==> config.mk <==
export PLATFORM = sky130hd
export DESIGN_NAME = spi_master_param
export DESIGN_NICKNAME = d
export VERILOG_FILES = /design/src/rtl/spi_pkg.sv /design/src/rtl/spi_sclk_gen.sv /design/src/rtl/spi_master_param.sv
export SDC_FILE = /design/constraint.sdc
export NUM_CORES = 1
export LEC_CHECK = 0
export ABC_AREA = 1
export CORE_MARGIN = 1
export CORE_UTILIZATION = 30
export CTS_BUF_LIST = sky130_fd_sc_hd__clkbuf_8
export DETAILED_ROUTE_END_ITERATION = 16
export REMOVE_ABC_BUFFERS = 1
export SYNTH_ARGS = -nofsm -noshare
export SYNTH_HDL_FRONTEND = slang
export SYNTH_SLANG_ARGS = --single-unit
==> constraint.sdc <==
create_clock -name clk -period 4.8 [get_ports clk]
set_input_delay 0.96 -clock clk [delete_from_list [all_inputs] [get_ports clk]]
set_output_delay 0.96 -clock clk [all_outputs]
set_load 0.01 [all_outputs]
==> src/rtl/spi_pkg.sv <==
// Shared types and sizing helper for the SPI master.
package spi_pkg;

  typedef enum logic [1:0] {
    IDLE  = 2'd0,
    SETUP = 2'd1,
    SHIFT = 2'd2,
    HOLD  = 2'd3
  } spi_state_t;

  typedef struct packed {
    logic cpol;
    logic cpha;
    logic lsb_first;
  } spi_mode_t;

  // Bits needed to hold values 0..max_val (never less than 1).
  function automatic int width_for(input int max_val);
    return (max_val < 2) ? 1 : $clog2(max_val + 1);
  endfunction

endpackage

==> src/rtl/spi_sclk_gen.sv <==
// SCLK timebase: divides clk by CLK_DIV per half-period and counts half-periods while en.
// Latency: first toggle strobe CLK_DIV cycles after en rises.
// Backpressure: none; strobes are consumed unconditionally by the FSM.
module spi_sclk_gen
  import spi_pkg::*;
#(
  parameter int DATA_W  = 8,
  parameter int CLK_DIV = 10,
  parameter int HW      = 4
) (
  input  logic          clk,
  input  logic          reset,
  input  logic          en,
  output logic          toggle,
  output logic          lead,
  output logic          trail,
  output logic          last,
  output logic [HW-1:0] half_cnt
);

  localparam int DW = width_for(CLK_DIV - 1);

  logic [DW-1:0] div_cnt;

  assign toggle = en && (div_cnt == DW'(CLK_DIV - 1));
  assign lead   = toggle && !half_cnt[0];
  assign trail  = toggle && half_cnt[0];
  assign last   = toggle && (half_cnt == HW'(2 * DATA_W - 1));

  always_ff @(posedge clk or posedge reset) begin
    if (reset) begin
      div_cnt <= '0;
    end else if (!en || toggle) begin
      div_cnt <= '0;
    end else begin
      div_cnt <= div_cnt + DW'(1);
    end
  end

  always_ff @(posedge clk or posedge reset) begin
    if (reset) begin
      half_cnt <= '0;
    end else if (!en || last) begin
      half_cnt <= '0;
    end else if (toggle) begin
      half_cnt <= half_cnt + HW'(1);
    end
  end

endmodule

==> src/rtl/spi_master_param.sv <==
// SPI master: one word per start, selectable mode/order/CS, back-to-back bursts on one CS.
// Latency: 1 + CS_SETUP + 2*DATA_W*CLK_DIV + CS_HOLD clk from accept to done.
// Backpressure: start is taken only while ready=1; otherwise it is dropped silently.
module spi_master_param
  import spi_pkg::*;
#(
  parameter int DATA_W   = 8,
  parameter int CLK_DIV  = 10,
  parameter int NUM_CS   = 1,
  parameter int CS_SETUP = 10,
  parameter int CS_HOLD  = 10
) (
  input  logic                             clk,
  input  logic                             reset,
  input  logic                             start,
  input  logic                             cpol,
  input  logic                             cpha,
  input  logic                             lsb_first,
  input  logic [width_for(NUM_CS - 1)-1:0] cs_sel,
  input  logic [DATA_W-1:0]                tx_data,
  output logic                             ready,
  output logic                             done,
  output logic                             err,
  output logic [DATA_W-1:0]                rx_data,
  output logic                             sclk,
  output logic                             mosi,
  input  logic                             miso,
  output logic [NUM_CS-1:0]                cs_n
);

  localparam int CS_W    = width_for(NUM_CS - 1);
  localparam int IW      = width_for(DATA_W - 1);
  localparam int HW      = IW + 1;
  localparam int CNT_MAX = (CS_SETUP > CS_HOLD)
                         ? ((CS_SETUP > CLK_DIV) ? CS_SETUP : CLK_DIV)
                         : ((CS_HOLD > CLK_DIV) ? CS_HOLD : CLK_DIV);
  localparam int CW      = width_for(CNT_MAX);

  spi_state_t        state, state_nxt;
  spi_mode_t         mode_q;
  logic [CS_W-1:0]   cs_q;
  logic [DATA_W-1:0] tx_q, rx_sr;
  logic [CW-1:0]     cnt;
  logic              gap;
  logic              miso_s1, miso_s2;
  logic              toggle, lead, trail, last;
  logic [HW-1:0]     half_cnt;
  logic [IW-1:0]     bit_k;
  logic              cs_ok, hold_end, accept, sample_edge, shift_edge;

  function automatic logic [IW-1:0] bit_pos(input logic [IW-1:0] k, input logic lsb);
    return lsb ? k : IW'(DATA_W - 1) - k;
  endfunction

  spi_sclk_gen #(
    .DATA_W  (DATA_W),
    .CLK_DIV (CLK_DIV),
    .HW      (HW)
  ) u_sclk_gen (
    .clk      (clk),
    .reset    (reset),
    .en       (state == SHIFT),
    .toggle   (toggle),
    .lead     (lead),
    .trail    (trail),
    .last     (last),
    .half_cnt (half_cnt)
  );

  assign cs_ok       = 32'(cs_sel) < NUM_CS;
  assign hold_end    = (state == HOLD) && !gap && (cnt == CW'(CS_HOLD));
  // In the done cycle only a same-CS start continues the burst.
  assign accept      = start && ready && ((state == IDLE) ? cs_ok : (cs_sel == cs_q));
  assign bit_k       = half_cnt[HW-1:1];
  assign sample_edge = mode_q.cpha ? trail : lead;
  assign shift_edge  = mode_q.cpha ? lead : trail;

  always_ff @(posedge clk or posedge reset) begin
    if (reset) begin
      state <= IDLE;
    end else begin
      state <= state_nxt;
    end
  end

  always_comb begin
    state_nxt = state;
    case (state)
      IDLE:    if (accept) state_nxt = SETUP;
      SETUP:   if (cnt == CW'(CS_SETUP - 1)) state_nxt = SHIFT;
      SHIFT:   if (last) state_nxt = HOLD;
      HOLD: begin
        if (gap) begin
          if (cnt == CW'(CLK_DIV - 1)) state_nxt = SHIFT;
        end else if (hold_end && !accept) begin
          state_nxt = IDLE;
        end
      end
      default: state_nxt = IDLE;
    endcase
  end

  always_comb begin
    ready = 1'b0;
    done  = 1'b0;
    case (state)
      IDLE: ready = 1'b1;
      HOLD: begin
        ready = hold_end;
        done  = hold_end;
      end
      default: ready = 1'b0;
    endcase
    err = start && ready && !cs_ok;
  end

  // SETUP, HOLD and the inter-word gap all time off this one counter.
  always_ff @(posedge clk or posedge reset) begin
    if (reset) begin
      cnt <= '0;
      gap <= 1'b0;
    end else begin
      if ((state_nxt != state) || accept) begin
        cnt <= '0;
      end else if ((state == SETUP) || (state == HOLD)) begin
        cnt <= cnt + CW'(1);
      end
      if (accept && (state == HOLD)) begin
        gap <= 1'b1;
      end else if (state_nxt == SHIFT) begin
        gap <= 1'b0;
      end
    end
  end

  always_ff @(posedge clk or posedge reset) begin
    if (reset) begin
      mode_q <= '0;
      tx_q   <= '0;
      cs_q   <= '0;
      cs_n   <= '1;
      sclk   <= 1'b0;
    end else begin
      if (accept) begin
        mode_q <= '{cpol: cpol, cpha: cpha, lsb_first: lsb_first};
        tx_q   <= tx_data;
        cs_q   <= cs_sel;
        cs_n   <= ~(NUM_CS'(1) << cs_sel);
        sclk   <= cpol;
      end else begin
        if (hold_end) cs_n <= '1;
        if (toggle) begin
          sclk <= ~sclk;
        end else if (state == HOLD) begin
          sclk <= mode_q.cpol;
        end
      end
    end
  end

  // With cpha=0 the first bit must already be on mosi before the leading edge.
  always_ff @(posedge clk or posedge reset) begin
    if (reset) begin
      mosi <= 1'b0;
    end else if (accept) begin
      if (!cpha) mosi <= tx_data[bit_pos(IW'(0), lsb_first)];
    end else if (shift_edge) begin
      if (mode_q.cpha) begin
        mosi <= tx_q[bit_pos(bit_k, mode_q.lsb_first)];
      end else if (bit_k != IW'(DATA_W - 1)) begin
        mosi <= tx_q[bit_pos(bit_k + IW'(1), mode_q.lsb_first)];
      end
    end
  end

  always_ff @(posedge clk or posedge reset) begin
    if (reset) begin
      miso_s1 <= 1'b0;
      miso_s2 <= 1'b0;
      rx_sr   <= '0;
      rx_data <= '0;
    end else begin
      miso_s1 <= miso;
      miso_s2 <= miso_s1;
      if (sample_edge) rx_sr[bit_pos(bit_k, mode_q.lsb_first)] <= miso_s2;
      if ((state == HOLD) && !gap && (cnt == CW'(CS_HOLD - 1))) rx_data <= rx_sr;
    end
  end

endmodule
After elaboration in Yosys (flattened, before gate mapping)
Index checks and enable logic that the tools add are counted.
{"block": "classes", "n_addsub": 6, "mul": 0, "n_div": 0, "order_cmp": 5, "eq_ne": 12, "n_shift": 1, "mux": 40, "bitwise_logic": 2, "n_reduce_logical": 31}
{"op": "$mux 1", "n": 20}
{"op": "$mux 4", "n": 5}
{"op": "$eq 4x4->1 const B", "n": 4}
{"op": "$logic_and 1x1->1", "n": 13}
{"op": "$add 4x1->4 const B", "n": 3}
{"op": "$lt 3x4->1 const B", "n": 3}
{"op": "$mux 2", "n": 5}
{"op": "$reduce_bool 2->1", "n": 5}
{"op": "$bmux 1 s3", "n": 3}
{"op": "$mux 3", "n": 3}
{"op": "$bwmux 8", "n": 1}
{"op": "$pmux 2 s4", "n": 1}
{"op": "$eq 2x2->1 const B", "n": 3}
{"op": "$reduce_bool 3->1", "n": 2}
{"op": "$sub 3x3->3 const A", "n": 2}
{"op": "$logic_not 1->1", "n": 5}
{"op": "$logic_or 1x1->1", "n": 4}
{"op": "$add 3x1->3 const B", "n": 1}
{"op": "$demux 1 s3", "n": 1}
{"op": "$ge 3x1->1 const B", "n": 1}
{"op": "$ne 3x3->1 const B", "n": 1}
{"op": "$reduce_and 3->1", "n": 1}
{"op": "$eq 2x1->1 const B", "n": 1}
{"op": "$logic_not 2->1", "n": 1}
{"op": "7 further kinds", "n": 8}
{"block": "word_totals", "reg_bits": 48, "latch_bits": 0, "mem_bits_rw": 0, "rom_bits": 0, "input_bits": 16, "out_inout_bits": 14, "elab_cells": 114, "n_memories": 0}

Depth between registers and ports, before layout
{"block": "depth", "ltp_word": 14, "depth_mapped": 17, "mapped_depth_nobuf": 16}

Modules after synthesis
From an unflattened synthesis, not the netlist that was laid out.
{"block": "unflattened", "cells_unflattened": 300, "hier_area_um2": 2613.8}
{"mod": "spi_master_param", "n_inst": 1, "cells_each": 249, "area_each_um2": 2165.8, "seq_area_each_um2": 1002.2}
{"mod": "spi_sclk_gen", "n_inst": 1, "cells_each": 51, "area_each_um2": 447.9, "seq_area_each_um2": 200.2}

Worst setup path before layout
No wires, ideal clock.
{"block": "synth_path", "kind": "reg2out", "start": "reg state[0]", "end": "out err", "arrival_time_ns": 1.535, "t_required_ns": 3.840, "path_slack_ns": 2.305, "path_stages_with_launch": 7, "n_path_buf": 0, "cell_sequence": "dfrtp_1 -> ha_1 -> nand2_1 -> or2_1 -> a21oi_1 -> nand2_1 -> nor2_1"}
{"block": "synth_via", "elab_chain_len": 6, "elab_cells_between_ends": 7, "classes_between": "eq/ne: 1; mux: 1; reduce/logical: 5"}
{"item": "start: declaration", "line": "spi_master_param.sv:39", "text": "spi_state_t state, state_nxt;"}
{"item": "start signal: assignment", "line": "spi_master_param.sv:82", "text": "state <= state_nxt;"}
{"item": "$eq 2x2->1", "line": "spi_master_param.sv:71, spi_master_param.sv:106"}
{"item": "$logic_and 1x1->1 (2 in a row)", "line": "spi_master_param.sv:71", "text": "assign hold_end = (state == HOLD) && !gap && (cnt == CW'(CS_HOLD));"}
{"item": "$pmux 1 s2 (*)", "line": "spi_master_param.sv:106", "text": "case (state)"}
{"item": "named net ready", "line": "spi_master_param.sv:21", "text": "output logic ready,"}
{"item": "$logic_and 1x1->1 (*) (2 in a row)", "line": "spi_master_param.sv:114", "text": "err = start && ready && !cs_ok;"}
{"item": "end: declaration", "line": "spi_master_param.sv:23", "text": "output logic err,"}
Mark *: on every way through the listed nets, which the timed path passes. The rest lies on a longest branch.

Worst setup path in the final report
{"block": "layout_path", "start": "reg state[0]", "end": "out err"}
{"block": "layout_via", "elab_chain_len": 6, "elab_cells_between_ends": 7, "classes_between": "eq/ne: 1; mux: 1; reduce/logical: 5"}
{"item": "$eq 2x2->1", "line": "spi_master_param.sv:71, spi_master_param.sv:106"}
{"item": "$logic_and 1x1->1 (2 in a row)", "line": "spi_master_param.sv:71"}
{"item": "$pmux 1 s2 (*)", "line": "spi_master_param.sv:106"}
{"item": "$logic_and 1x1->1 (*) (2 in a row)", "line": "spi_master_param.sv:114"}
Every way passes the cells marked *; elsewhere a longest branch is shown, timed or not.

==> summary.md <==
| Metric | Value |
|---|---|
| Detailed placement HPWL | 3780 um |
| Final Hold Fails | 0 |
| PostCTS Resize Cnt | 0 |
| Worst Tran Pin Value | 0.976 ns |
| Die height | 94.9 um |
| Antenna cell count | 0 |
| Row count | 33 |
| Critical Path RT | 3.84 ns |
| Max Fclk | 303 MHz |
| Post-Syn Area | 2590 um^2 |
| Max VDD drop | 268 uV |
| CTS tree | yes |
| I/O Pins | 30 |
| Final min period | 3.30 ns |
| Largest net degree at the start of global routing | 49 |
| PwrDens | 489 nW/um^2 |
| IO Port Bufs | 29 |
| Layout area overhead | 19.6% |
| Worst setup path class | reg2out |
| Number of synthesized flops with an enable pin | 0 |
| Number of global-route vias before repair | 1946 |
| Vias/cell | 4.70 |
| H-tree levels | 2 |
| Final setup TNS | 0 ns |
| Core area | 8300 um^2 |
| Initial core utilization | 31.2% |
| Routed Antenna Nets | 0 |
| Layout net count | 356 |
| DRT Wirelength | 5130 um |
| Vias after detailed routing | 2039 |
| Final Skew | 0.00903 ns |
| Global route overflow | 0 |
| Die X | 94.9 um |
| Critical path capture point type | output port |
| Status | finished clean |
| P_leak | 1.50 nW |
| Commonest non-fill, non-tap cell in the layout | nand2_1 |
| Drc violations | 0 |
| Hold Buf Count CTS | 0 |
| Mapped Cells | 297 |
| Fillers | 829 |
| Final setup vio count | 0 |
| Clock-pin slew on the worst setup and hold paths | 0.10 ns |
| Fraction of registers with async set or reset after synthesis | 100% |
| Dpl cell area | 2980 um^2 |
| Slew Viols, Final | 0 |
| Ys Warns | 0 |
| Antenna violations before repair | 0 |
| Clock Path Buffers | 2 |
| Crit-path max FO | 7 |
| Power Total | 0.00151 W |
| Gpl congestion | 0.864 |
| Syn avg cell area | 8.71 um^2 |
| Clock sinks | 48 |
| Crit share post-route | 68.8% |
| Cell Count, Final, Fillers Out | 434 |
| Setup bufs post-CTS | 0 |
| Pre-antenna DRT Iters | 4 |
| Design Area, Final | 3090 um^2 |
| First-pass GRT wire length | 9070 um |
| Relative slew slack | 34.8% |
| TritonCTS buffer count | 5 |
| Part of the Yosys area used for sequential elements | 46.5% |
| Max Cap Viol | 0 |
| Clk root buf | clkbuf_8 |
| Nature of the critical path startpoint | flop |
| Post-synthesis register bit count | 48 |
| DP Cell Count | 426 |
| Total Die Area | 9000 um^2 |
| GR Util All Layers | 13.0% |
| Unique masters post-synth | 38 |
| Commonest non-fill, non-tap cells in the layout | nand2_1 (64), dfrtp_1 (47), inv_1 (36) |
| RSZ-0062 raised after global routing | no |
| Primary FF master, synth | dfrtp_1 |
| Initial DRC count | 140 |
| Share of layout cells above drive strength 1 | 10.6% |
| Critical path arrival | 2.34 ns |
| Clock latency on the worst-skew pair | 0.31 ns |
| Hold WC Path Type | reg2reg |
| WL/cell | 11.8 um |
## cell type report
cell class | instances | area (um^2) | share of cell area [%]
Sequential cell | 48 | 1200 | 38.9
Multi-Input combinational cell | 202 | 1200 | 38.7
Timing Repair Buffer | 29 | 290 | 9.38
Inverter | 42 | 158 | 5.10
Tap cell | 105 | 131 | 4.25
Clock buffer | 5 | 68.8 | 2.22
Clock inverter | 3 | 47.5 | 1.54
## flip-flops by register name, indices dropped and copies added, names as in the netlist, 2 cells and up
signal,count
cnt,4
mode_q,3
rx_data,8
rx_sr,8
state,2
tx_q,8
u_sclk_gen.div_cnt,4
u_sclk_gen.half_cnt,4
## Yosys cell counts, types with 2 or more instances
cell type,instances,area (um^2)
nor2_2,2,12.5
o21bai_1,3,22.5
nand3_2,2,20.0
inv_1,37,139
o21ai_0,18,90.1
xnor2_1,3,26.3
nand2_1,64,240
inv_2,5,18.8
a211oi_1,3,22.5
a31oi_1,5,31.3
o211ai_1,4,30.0
a21oi_1,10,50.1
nor3_1,5,25.0
xor2_1,6,52.6
nor2_1,21,78.8
ha_1,12,150
clkbuf_1,2,7.51
dfrtp_1,47,1180
o22ai_1,3,18.8
nand2_2,3,18.8
mux2_2,8,90.1
nand3_1,18,90.1
## critical path, cell delays in order (launching register included)
cell and delay, ns:
dfrtp_1 0.47, ha_1 0.26, nand2_1 0.13, or2_1 0.27, a21oi_1 0.18, nand2_1 0.09
nor2_1 0.10, clkdlybuf4s50_1 0.54
## cells by family (layout without fill, tap and decap cells)
| group | after synthesis | count (layout) | share of synthesized area, % |
|---|---|---|---|
| AND/OR/NAND/NOR | 119 | 119 | 20.5 |
| AO/OA/AOI/OAI | 54 | 54 | 13.4 |
| flip-flops | 48 | 48 | 46.5 |
| buffers and inverters | 47 | 79 | 7.30 |
| adder cells (fa/ha/maj) | 12 | 12 | 5.80 |
| XOR/XNOR | 9 | 9 | 3.05 |
| multiplexers | 8 | 8 | 3.48 |
## where the power goes
part	switching [W]	internal, W
Clock	0.000140	0.000157
Sequential	0.0000792	0.000492
Combinational	0.000399	0.000245
## per-stage QoR
step	util [%]	worst slack [ns]	hold WS, ns
5_1_grt	37.3	1.32	0.368
4_1_cts	37.3	1.49	0.369
3_3_place_gp	35.9	1.59	0.332
2_1_floorplan	-	2.31	0.331
3_5_place_dp	35.9	1.51	0.354
6_report	37.3	1.50	0.363
## final timing paths
| path | slack (ns) | startpoint | depth (start not counted) | to |
|---|---|---|---|---|
| worst max-delay path | 1.50 | state[0]$_DFF_PP0_ | 7 | err |
| worst min-delay path | 0.36 | miso_s1$_DFF_PP0_ | 0 | miso_s2$_DFF_PP0_ |
| worst max register to register | 1.96 | state[0]$_DFF_PP0_ | 13 | gap$_DFFE_PP0P_ |
| worst min register to register | 0.36 | miso_s1$_DFF_PP0_ | 0 | miso_s2$_DFF_PP0_ |
| max in group asynchronous | 2.98 | reset | 2 | cnt[3]$_DFFE_PP0P_ |
| min in group asynchronous | 1.19 | reset | 2 | rx_data[6]$_DFFE_PP0P_ |
## routing by layer
metal	global-route usage (%)	part of all wire [%]
met5	0	0
met4	3.79	1.2
met3	2.50	3.6
met2	19.2	43
met1	19.2	52
Power figures use the tool's default switching activity.
